`src/rtl/sia_rxq.sv`:
```
// ---------------------------------------------------------------------------
// sia_rxq -- SIA receive queue
//
// Deserialises an asynchronous, LSB-first frame from rxd_i and queues each
// completed frame in a small first-word-fall-through FIFO for the host.
// Frame length (bits_i) and bit period (baud_i) use the same encoding as
// the transmit queue.
//
// Ports:
//   clk_i        system clock, rising edge
//   reset_i      synchronous, active-high reset
//   rxd_i        asynchronous serial input, idles high
//   bits_i       frame length in bits incl. start/stop (sampled at start)
//   baud_i       bit period minus 1, in clocks (read at every reload)
//   re_i         pop the FIFO head
//   clr_i        clear the sticky overrun flag
//   dat_o        FIFO head, bit 0 = first bit received (start bit)
//   not_empty_o  FIFO holds at least one word
//   full_o       FIFO holds 2^DEPTH_BITS words
//   overrun_o    sticky: a frame was dropped because the FIFO was full
//   idle_o       receiver idle, no frame in progress
// ---------------------------------------------------------------------------
module sia_rxq #(
  parameter int SHIFT_REG_WIDTH = 12,
  parameter int BAUD_RATE_WIDTH = 32,
  parameter int DEPTH_BITS      = 2
) (
  input  logic                       clk_i,
  input  logic                       reset_i,
  input  logic                       rxd_i,
  input  logic [4:0]                 bits_i,
  input  logic [BAUD_RATE_WIDTH-1:0] baud_i,
  input  logic                       re_i,
  input  logic                       clr_i,
  output logic [SHIFT_REG_WIDTH-1:0] dat_o,
  output logic                       not_empty_o,
  output logic                       full_o,
  output logic                       overrun_o,
  output logic                       idle_o
);

  localparam int DEPTH = 1 << DEPTH_BITS;
  localparam int IDX_W = $clog2(SHIFT_REG_WIDTH + 1);
  localparam int PW    = DEPTH_BITS + 1;

  typedef enum logic [1:0] {IDLE, START, SHIFT, PUSH} state_t;

  // -------------------------------------------------------------------------
  // Input synchroniser and edge history (all idle high)
  // -------------------------------------------------------------------------
  logic rxd_m, rxd_s, rxd_p;

  always_ff @(posedge clk_i) begin
    if (reset_i) begin
      rxd_m <= 1'b1;
      rxd_s <= 1'b1;
      rxd_p <= 1'b1;
    end else begin
      rxd_m <= rxd_i;
      rxd_s <= rxd_m;
      rxd_p <= rxd_s;
    end
  end

  // -------------------------------------------------------------------------
  // Receiver state
  // -------------------------------------------------------------------------
  state_t                       state, state_n;
  logic [BAUD_RATE_WIDTH-1:0]   cnt;
  logic [IDX_W-1:0]             idx, idx_inc, nbits, nbits_in;
  logic [SHIFT_REG_WIDTH-1:0]   sr;
  logic                         start_edge, cnt_zero, last_bit, short_frame;
  logic                         push;

  assign start_edge  = ~rxd_s & rxd_p;
  assign cnt_zero    = (cnt == '0);
  assign idx_inc     = idx + IDX_W'(1);
  assign last_bit    = (idx_inc >= nbits);
  // A frame of 0 or 1 bits consists of the start bit alone.
  assign short_frame = (nbits < IDX_W'(2));

  // Over-long frames are clamped to the shift register width.
  always_comb begin
    nbits_in = IDX_W'(bits_i);
    if (int'(bits_i) > SHIFT_REG_WIDTH)
      nbits_in = IDX_W'(SHIFT_REG_WIDTH);
  end

  // State register
  always_ff @(posedge clk_i) begin
    if (reset_i) state <= IDLE;
    else         state <= state_n;
  end

  // Next-state logic
  always_comb begin
    state_n = state;
    case (state)
      IDLE:  if (start_edge) state_n = START;
      START: if (cnt_zero) begin
               if (rxd_s)            state_n = IDLE;   // false start
               else if (short_frame) state_n = PUSH;
               else                  state_n = SHIFT;
             end
      SHIFT: if (cnt_zero && last_bit) state_n = PUSH;
      PUSH:  state_n = IDLE;
      default: state_n = IDLE;
    endcase
  end

  // Outputs of the FSM
  always_comb begin
    push   = (state == PUSH);
    idle_o = (state == IDLE);
  end

  // Bit counter, index and shift register
  always_ff @(posedge clk_i) begin
    if (reset_i) begin
      cnt   <= '0;
      idx   <= '0;
      nbits <= '0;
      sr    <= '0;
    end else begin
      case (state)
        IDLE: if (start_edge) begin
          nbits <= nbits_in;
          cnt   <= baud_i >> 1;      // land the first sample mid start bit
          idx   <= '0;
          sr    <= '0;               // bits above the frame length stay 0
        end
        START: begin
          if (cnt_zero) begin
            sr[0] <= rxd_s;
            idx   <= IDX_W'(1);
            cnt   <= baud_i;
          end else begin
            cnt <= cnt - BAUD_RATE_WIDTH'(1);
          end
        end
        SHIFT: begin
          if (cnt_zero) begin
            sr  <= sr | (SHIFT_REG_WIDTH'(rxd_s) << idx);
            idx <= idx_inc;
            cnt <= baud_i;
          end else begin
            cnt <= cnt - BAUD_RATE_WIDTH'(1);
          end
        end
        default: ;
      endcase
    end
  end

  // -------------------------------------------------------------------------
  // First-word-fall-through FIFO
  // -------------------------------------------------------------------------
  logic [DEPTH-1:0][SHIFT_REG_WIDTH-1:0] mem;
  logic [PW-1:0] wr_ptr, rd_ptr, wr_ptr_n, rd_ptr_n;
  logic          not_empty_q, full_q, overrun_q;
  logic          do_pop, do_push, drop;

  // A pop frees the slot in the same cycle, so push-while-full with a pop
  // is accepted and nothing is dropped.
  assign do_pop   = re_i & not_empty_q;
  assign do_push  = push & (~full_q | do_pop);
  assign drop     = push & full_q & ~do_pop;
  assign wr_ptr_n = wr_ptr + PW'(do_push);
  assign rd_ptr_n = rd_ptr + PW'(do_pop);

  always_ff @(posedge clk_i) begin
    if (do_push) mem[wr_ptr[DEPTH_BITS-1:0]] <= sr;
  end

  always_ff @(posedge clk_i) begin
    if (reset_i) begin
      wr_ptr      <= '0;
      rd_ptr      <= '0;
      not_empty_q <= 1'b0;
      full_q      <= 1'b0;
      overrun_q   <= 1'b0;
    end else begin
      wr_ptr      <= wr_ptr_n;
      rd_ptr      <= rd_ptr_n;
      not_empty_q <= (wr_ptr_n != rd_ptr_n);
      full_q      <= (wr_ptr_n[DEPTH_BITS] != rd_ptr_n[DEPTH_BITS]) &&
                     (wr_ptr_n[DEPTH_BITS-1:0] == rd_ptr_n[DEPTH_BITS-1:0]);
      // A new overrun wins over a simultaneous clear.
      if (drop)       overrun_q <= 1'b1;
      else if (clr_i) overrun_q <= 1'b0;
    end
  end

  // Head is gated so stale storage never shows after reset or when empty.
  assign dat_o       = not_empty_q ? mem[rd_ptr[DEPTH_BITS-1:0]] : '0;
  assign not_empty_o = not_empty_q;
  assign full_o      = full_q;
  assign overrun_o   = overrun_q;

endmodule
```
`config.mk`:
```
export PLATFORM = sky130hd
export DESIGN_NAME = sia_rxq
export DESIGN_NICKNAME = d
export VERILOG_FILES = /design/src/rtl/sia_rxq.sv
export SDC_FILE = /design/constraint.sdc
export NUM_CORES = 1
export LEC_CHECK = 0
export ABC_AREA = 1
export BUFFER_PORTS_ARGS = -buffer_cell sky130_fd_sc_hd__buf_2
export CORE_UTILIZATION = 60
export CTS_CLUSTER_DIAMETER = 40
export DETAILED_ROUTE_END_ITERATION = 10
export PLACE_DENSITY = 0.86
export SLEW_MARGIN = 30
export SYNTH_ARGS = -nofsm -noshare
export SYNTH_HDL_FRONTEND = slang
export SYNTH_SLANG_ARGS = --single-unit
```
`constraint.sdc`:
```
create_clock -name clk_i -period 2.6 [get_ports clk_i]
set_clock_uncertainty 0.1 [all_clocks]
set_input_delay 0.52 -clock clk_i [delete_from_list [all_inputs] [get_ports clk_i]]
set_output_delay 0.52 -clock clk_i [all_outputs]
set_load 0.005 [all_outputs]
```
==> results.py, run 1 <==
metrics = {
    "logic_synthesis": {
        "synth_most_common_cell": "nand2_1",
        "synth_area_leader_cell": "edfxtp_1",
        "yosysWarnings": 0,
        "syn-cell-area_sq_um": 6230,
        "syn-instance-count": 829,
        "ys_seq_elements": 114,
        "ys_dominant_reg_cell": "dfxtp_1",
        "synth_fp_nets": 887,
        "yosysSeqAreaShare": 0.444,
        "synth-edff-count": 48,
        "synth.avg_cell_area_sq_um": 7.51,
        "synth_commonest_cells": "163 x nand2_1, 122 x nor2_1, 110 x a21oi_1, 78 x inv_1, 70 x o21ai_0",
        "synth_top_area_share": 0.231,
        "ys_async_sr_fraction": 0,
        "ys_types": 40,
        "synth.area.top_cells": "edfxtp_1 23%, dfxtp_1 21%, nand2_1 9.8%",
    },
    "setup_path": {
        "reg2reg_depth": 12,
        "crit_path_max_fanout": 25,
        "critPathCaptureType": "output pin",
        "worstPathArrival_ns": 1.91,
        "ff2ff_setup_slack_ns": 0.43,
        "critPathLaunchType": "flop",
        "crit_type": "reg -> out",
        "setup.worst_path.start": "rd_ptr[0]$_SDFF_PP0_",
        "crit_end": "dat_o[9]",
        "reg2reg_from": "idx[0]$_SDFFE_PP0P_",
        "cp_data_required_time_ns": 1.98,
    },
    "die": {
        "num_rows": 36,
        "die_y_microns": 104,
        "ios": 58,
        "start_util": 0.629,
        "core_area_sq_um": 9910,
        "dieArea_sq_um": 10800,
        "fp.dieW_microns": 104,
    },
    "sta": {
        "hold_viol_final": 0,
        "fin_crit_ns": 2.53,
        "post-route-period-util": 0.973,
        "rsz0062_at_grt": "false",
        "holdWs_ns": 0.0866,
        "slew_headroom": 0.694,
        "tightest_slew_ns": 0.459,
        "clock.fmax_ghz": 0.395,
        "maxSlewViolCount": 0,
        "tns_ns": 0,
        "setup_viol": 0,
    },
    "pwr": {
        "switching_share": 0.407,
        "p_per_area_nw_per_um2": 1100,
        "p_sw_mw": 3.27,
        "intPower_mw": 4.77,
        "p_comb_frac": 0.412,
        "ir_drop_uv": 625,
        "leakagePower_nw": 3.20,
        "p_seq_frac": 0.282,
        "clock_power_share": 0.306,
    },
    "clock_tree": {
        "cts_tree": "done",
        "tritoncts.num_buffers": 17,
        "cts-htree-levels": 4,
        "hold_buffers": 0,
        "path_clk_slew_ns": 0.06,
        "worstSkewPairLatency_ns": 0.51,
        "cts_max_path_buffers": 2,
        "cts-root-buf": "clkbuf_8",
        "clock_sinks": 114,
    },
    "global_route": {
        "antenna_found_initial": 0,
        "grt_max_degree": 41,
        "grt_pass1_wl_microns": 24600,
        "grt.overflow.total": 0,
        "first_global_vias": 5348,
        "grt.total_usage": 0.280,
    },
    "drt": {
        "totalWireLength_microns": 14400,
        "postRouteAntennaNets": 0,
        "via_per_inst": 5.47,
        "drt_iter0_markers": 365,
        "drc": 0,
        "dr.pass1.iters": 6,
        "dr_total_vias": 5651,
        "wl_per_cell_microns": 14.0,
    },
    "cells_and_area": {
        "area_growth_pct": 17.0,
        "antennaDiodeCount": 0,
        "fill_cells": 770,
        "num-nets-final": 945,
        "drive_gt1_frac": 0.153,
    },
    "place": {
        "place_hpwl_microns": 9340,
        "io_buffers": 57,
        "place_congestion": 0.995,
    },
    "worst_hold_path": {
        "min_path_type": "in -> reg",
    },
    "status": {
        "status": "complete, no violations",
    },
    "flow_run": {
        "maxCapViolCount": 0,
    },
}
[state kept, by name, summed over array words and instances (netlist names), named ones only]
register	count
overrun_o	1
mem	48
sr	12
cnt	32
not_empty_o	1
wr_ptr	3
idx	4
nbits	4
rxd_s	1
state	1
rxd_p	1
rd_ptr	3
rxd_m	1
full_o	1
[worst max-delay path, stage by stage, from the launching register on]
cell	delay [ns]
dfxtp_1	0.40
buf_4	0.32
nor2_1	0.10
nor2_1	0.11
o21ai_0	0.09
a21oi_1	0.22
buf_2	0.15
[logic make-up (layout without fill, tap and decap cells)]
| family | after synthesis | after routing | synth area share |
|---|---|---|---|
| flip-flops | 114 | 114 | 0.444 |
| XOR/XNOR | 25 | 25 | 0.0352 |
| buffers and inverters | 114 | 185 | 0.0703 |
| adder cells (fa/ha/maj) | 16 | 16 | 0.0321 |
| AND/OR/NAND/NOR | 370 | 370 | 0.263 |
| AO/OA/AOI/OAI | 190 | 190 | 0.156 |
[worst min path at each step]
stage	cells past startpoint	to	start
after floorplan	1	rxd_s$_SDFF_PP1_	rxd_m$_SDFF_PP1_
after global placement	1	rxd_s$_SDFF_PP1_	rxd_m$_SDFF_PP1_
after detailed placement	1	rxd_s$_SDFF_PP1_	rxd_m$_SDFF_PP1_
after CTS	2	rxd_m$_SDFF_PP1_	rxd_i
after global routing	2	rxd_m$_SDFF_PP1_	rxd_i
final	2	rxd_m$_SDFF_PP1_	rxd_i
[layout by cell type (no fill, tap or decap), types with 13 or more instances in the layout]
master	instances
nand2_1	163
nor2_1	122
a21oi_1	110
inv_1	77
o21ai_0	70
dfxtp_1	66
buf_2	57
edfxtp_1	48
nand3_1	20
ha_1	16
clkbuf_16	16
xnor2_1	14
buf_4	14
nor3_1	13
[area by class of cell]
| cell class | count | area (sq um) | share of cell area |
|---|---|---|---|
| Clock buffer | 18 | 418 | 0.0574 |
| Tap cell | 133 | 166 | 0.0228 |
| Clock inverter | 14 | 205 | 0.0282 |
| Multi-Input combinational cell | 601 | 3030 | 0.416 |
| Inverter | 82 | 314 | 0.0431 |
| Sequential cell | 114 | 2760 | 0.379 |
| Timing Repair Buffer | 71 | 390 | 0.0536 |
[power groups by stage]
stage	Clock (mW)	Sequential (mW)	Combinational [mW]
4_1_cts	2.47	2.26	3.26
2_1_floorplan	0	2.23	2.59
6_report	2.46	2.27	3.31
5_1_grt	2.55	2.29	3.75
3_5_place_dp	0	2.29	3.18
3_3_place_gp	0	2.29	3.15
[metal layers]
layer / vias to the layer above / track usage / share of wire
met5: - / 0 / 0
met4: 0 / 0.106 / 0.019
met3: 30 / 0.0620 / 0.044
met2: 174 / 0.489 / 0.50
met1: 2587 / 0.336 / 0.44
li1: 2860 / - / -
[timing repair]
| action | CTS | global route |
|---|---|---|
| resized for setup | 0 | 1 |
| buffers inserted | 0 | 0 |
| endpoints found under the setup margin | 0 | 4 |
[metrics by stage]
| step | util | instance area (sq um) | cells | power (mW) | setup WS, ns |
|---|---|---|---|---|---|
| after detailed placement | 0.672 | 6660 | 1001 | 5.47 | 0.492 |
| after CTS | 0.735 | 7280 | 1033 | 7.99 | 0.0796 |
| after global placement | 0.672 | 6660 | 1001 | 5.44 | 0.559 |
| after floorplan | - | 6230 | 829 | 4.82 | 0.500 |
| final | 0.735 | 7280 | 1033 | 8.04 | 0.0697 |
| after global routing | 0.735 | 7280 | 1033 | 8.59 | 0.00525 |
No activity file was read; power rests on OpenSTA's default activity.
==> run 2: changes to the inputs <==
- PLACE_DENSITY: 0.86 -> 0.8
==> results.py, run 2 (synthesis results as in run 1) <==
metrics = {
    "clock_tree": {
        "worstSkewPairLatency_ns": 0.52,
        "cts_tree": "done",
        "cts-root-buf": "clkbuf_8",
        "clock_sinks": 114,
        "tritoncts.num_buffers": 17,
        "cts-htree-levels": 4,
        "cts_max_path_buffers": 2,
        "path_clk_slew_ns": 0.06,
        "hold_buffers": 0,
    },
    "cells_and_area": {
        "mostFrequentLayoutCell": "nand2_1",
        "drive_gt1_frac": 0.152,
        "largest_register_ffs": 48,
        "area_growth_pct": 16.5,
        "layout_common_cells": "163 x nand2_1, 122 x nor2_1, 110 x a21oi_1",
        "ff_latch_area_sq_um": 2760,
        "fill_cells": 779,
        "antennaDiodeCount": 0,
        "multiInputGateArea_sq_um": 3030,
        "num-nets-final": 947,
        "fin_util": 0.732,
    },
    "die": {
        "start_util": 0.629,
        "core_area_sq_um": 9910,
        "num_rows": 36,
        "ios": 58,
        "die_y_microns": 104,
        "dieArea_sq_um": 10800,
        "fp.dieW_microns": 104,
    },
    "sta": {
        "hold_viol_final": 0,
        "rsz0062_at_grt": "false",
        "setup_viol": 0,
        "slew_headroom": 0.673,
        "tns_ns": 0,
        "fin_crit_ns": 2.46,
        "post-route-period-util": 0.945,
        "clock.fmax_ghz": 0.407,
        "tightest_slew_ns": 0.490,
        "maxSlewViolCount": 0,
    },
    "setup_path": {
        "worst_path_most_repeated_cell": "nor2_1",
        "slowest_stage": "dfxtp_1",
        "worstPathArrival_ns": 1.84,
        "critPathLaunchType": "flop",
        "cpPeakStageDelay_ns": 0.38,
        "crit_type": "reg -> out",
        "crit_chain": "buf_4 > nor2_1 > nor2_1 > o21ai_0 > a21oi_1 > buf_2",
        "cp_data_required_time_ns": 1.98,
        "critPathCaptureType": "output pin",
        "crit_path_max_fanout": 25,
    },
    "global_route": {
        "grt_pass1_wl_microns": 25000,
        "grt_max_degree": 48,
        "antenna_found_initial": 0,
        "first_global_vias": 5623,
        "grt.overflow.total": 0,
        "grt.total_usage": 0.289,
    },
    "pwr": {
        "clock_power_share": 0.288,
        "p_sw_mw": 3.15,
        "p_per_area_nw_per_um2": 1080,
        "p_seq_frac": 0.291,
        "ir_drop_uv": 649,
        "p_comb_frac": 0.421,
        "leakagePower_nw": 3.19,
        "switching_share": 0.403,
        "intPower_mw": 4.67,
    },
    "drt": {
        "dr_total_vias": 5720,
        "totalWireLength_microns": 14800,
        "via_per_inst": 5.53,
        "drt_iter0_markers": 398,
        "dr.pass1.iters": 5,
        "drc": 0,
        "postRouteAntennaNets": 0,
        "wl_per_cell_microns": 14.3,
    },
    "place": {
        "place_congestion": 0.898,
        "io_buffers": 57,
        "place_hpwl_microns": 10300,
    },
    "flow_run": {
        "maxCapViolCount": 0,
    },
    "worst_hold_path": {
        "min_path_type": "in -> reg",
    },
    "status": {
        "status": "complete, no violations",
    },
}
run 2: cell count changes in the layout (fill, tap and decap cells not counted), sizes merged:
cell and change:
buf +2, bufinv -1, clkbuf +3, clkinvlp +1, inv -3
run 2: path summary, 6_finish.rpt:
| path | startpoint | to | slack (ns) | cells past startpoint |
|---|---|---|---|---|
| max | rd_ptr[0]$_SDFF_PP0_ | dat_o[5] | 0.14 | 6 |
| min | rxd_i | rxd_m$_SDFF_PP1_ | 0.08 | 2 |
| max reg2reg | state[0]$_SDFFE_PP0P_ | cnt[7]$_SDFFE_PP0P_ | 0.41 | 9 |
| min reg2reg | rxd_m$_SDFF_PP1_ | rxd_s$_SDFF_PP1_ | 0.32 | 1 |
run 2: power groups by stage:
| stage | logic [mW] | clock network, mW | registers [mW] |
|---|---|---|---|
| global placement | 3.16 | 0 | 2.29 |
| CTS | 3.26 | 2.27 | 2.27 |
| floorplan | 2.59 | 0 | 2.23 |
| global route | 3.72 | 2.35 | 2.31 |
| finish | 3.29 | 2.25 | 2.28 |
| detailed placement | 3.22 | 0 | 2.30 |
run 2: layout make-up:
type,instances,share of cell area
Inverter,82,0.0433
Multi-Input combinational cell,601,0.417
Clock buffer,21,0.0605
Clock inverter,11,0.0190
Tap cell,133,0.0229
Timing Repair Buffer,73,0.0559
Sequential cell,114,0.381
run 2: critical path: cells and delay by family (launching register included):
| family | cells | cell delay [ns] |
|---|---|---|
| compound gates | 2 | 0.29 |
| buf+inv | 2 | 0.45 |
| flops | 1 | 0.38 |
| simple gates | 2 | 0.19 |
run 2: stage by stage:
| stage | total power, mW | instance area [sq um] | setup WS, ns | hold slack, ns | instances |
|---|---|---|---|---|---|
| finish | 7.82 | 7250 | 0.144 | 0.0814 | 1035 |
| global route | 8.37 | 7250 | 0.0159 | 0.0747 | 1035 |
| CTS | 7.81 | 7250 | 0.123 | 0.0657 | 1035 |
| detailed placement | 5.52 | 6670 | 0.447 | 0.309 | 1003 |
| global placement | 5.45 | 6670 | 0.548 | 0.295 | 1003 |
| floorplan | 4.82 | 6230 | 0.500 | 0.289 | 829 |
run 2: routing by layer:
metal | GRT usage | vias to the layer above | part of all wire
met4 | 0.140 | 0 | 0.022
met2 | 0.512 | 152 | 0.51
met3 | 0.0576 | 29 | 0.040
li1 | - | 2861 | -
met5 | 0 | - | 0
met1 | 0.334 | 2678 | 0.42
run 2: what timing repair did:
item,4_1_cts,5_1_grt
setup endpoints to repair,0,1
buffers inserted,0,0
resized for setup,0,1
endpoints found under the hold margin,0,0
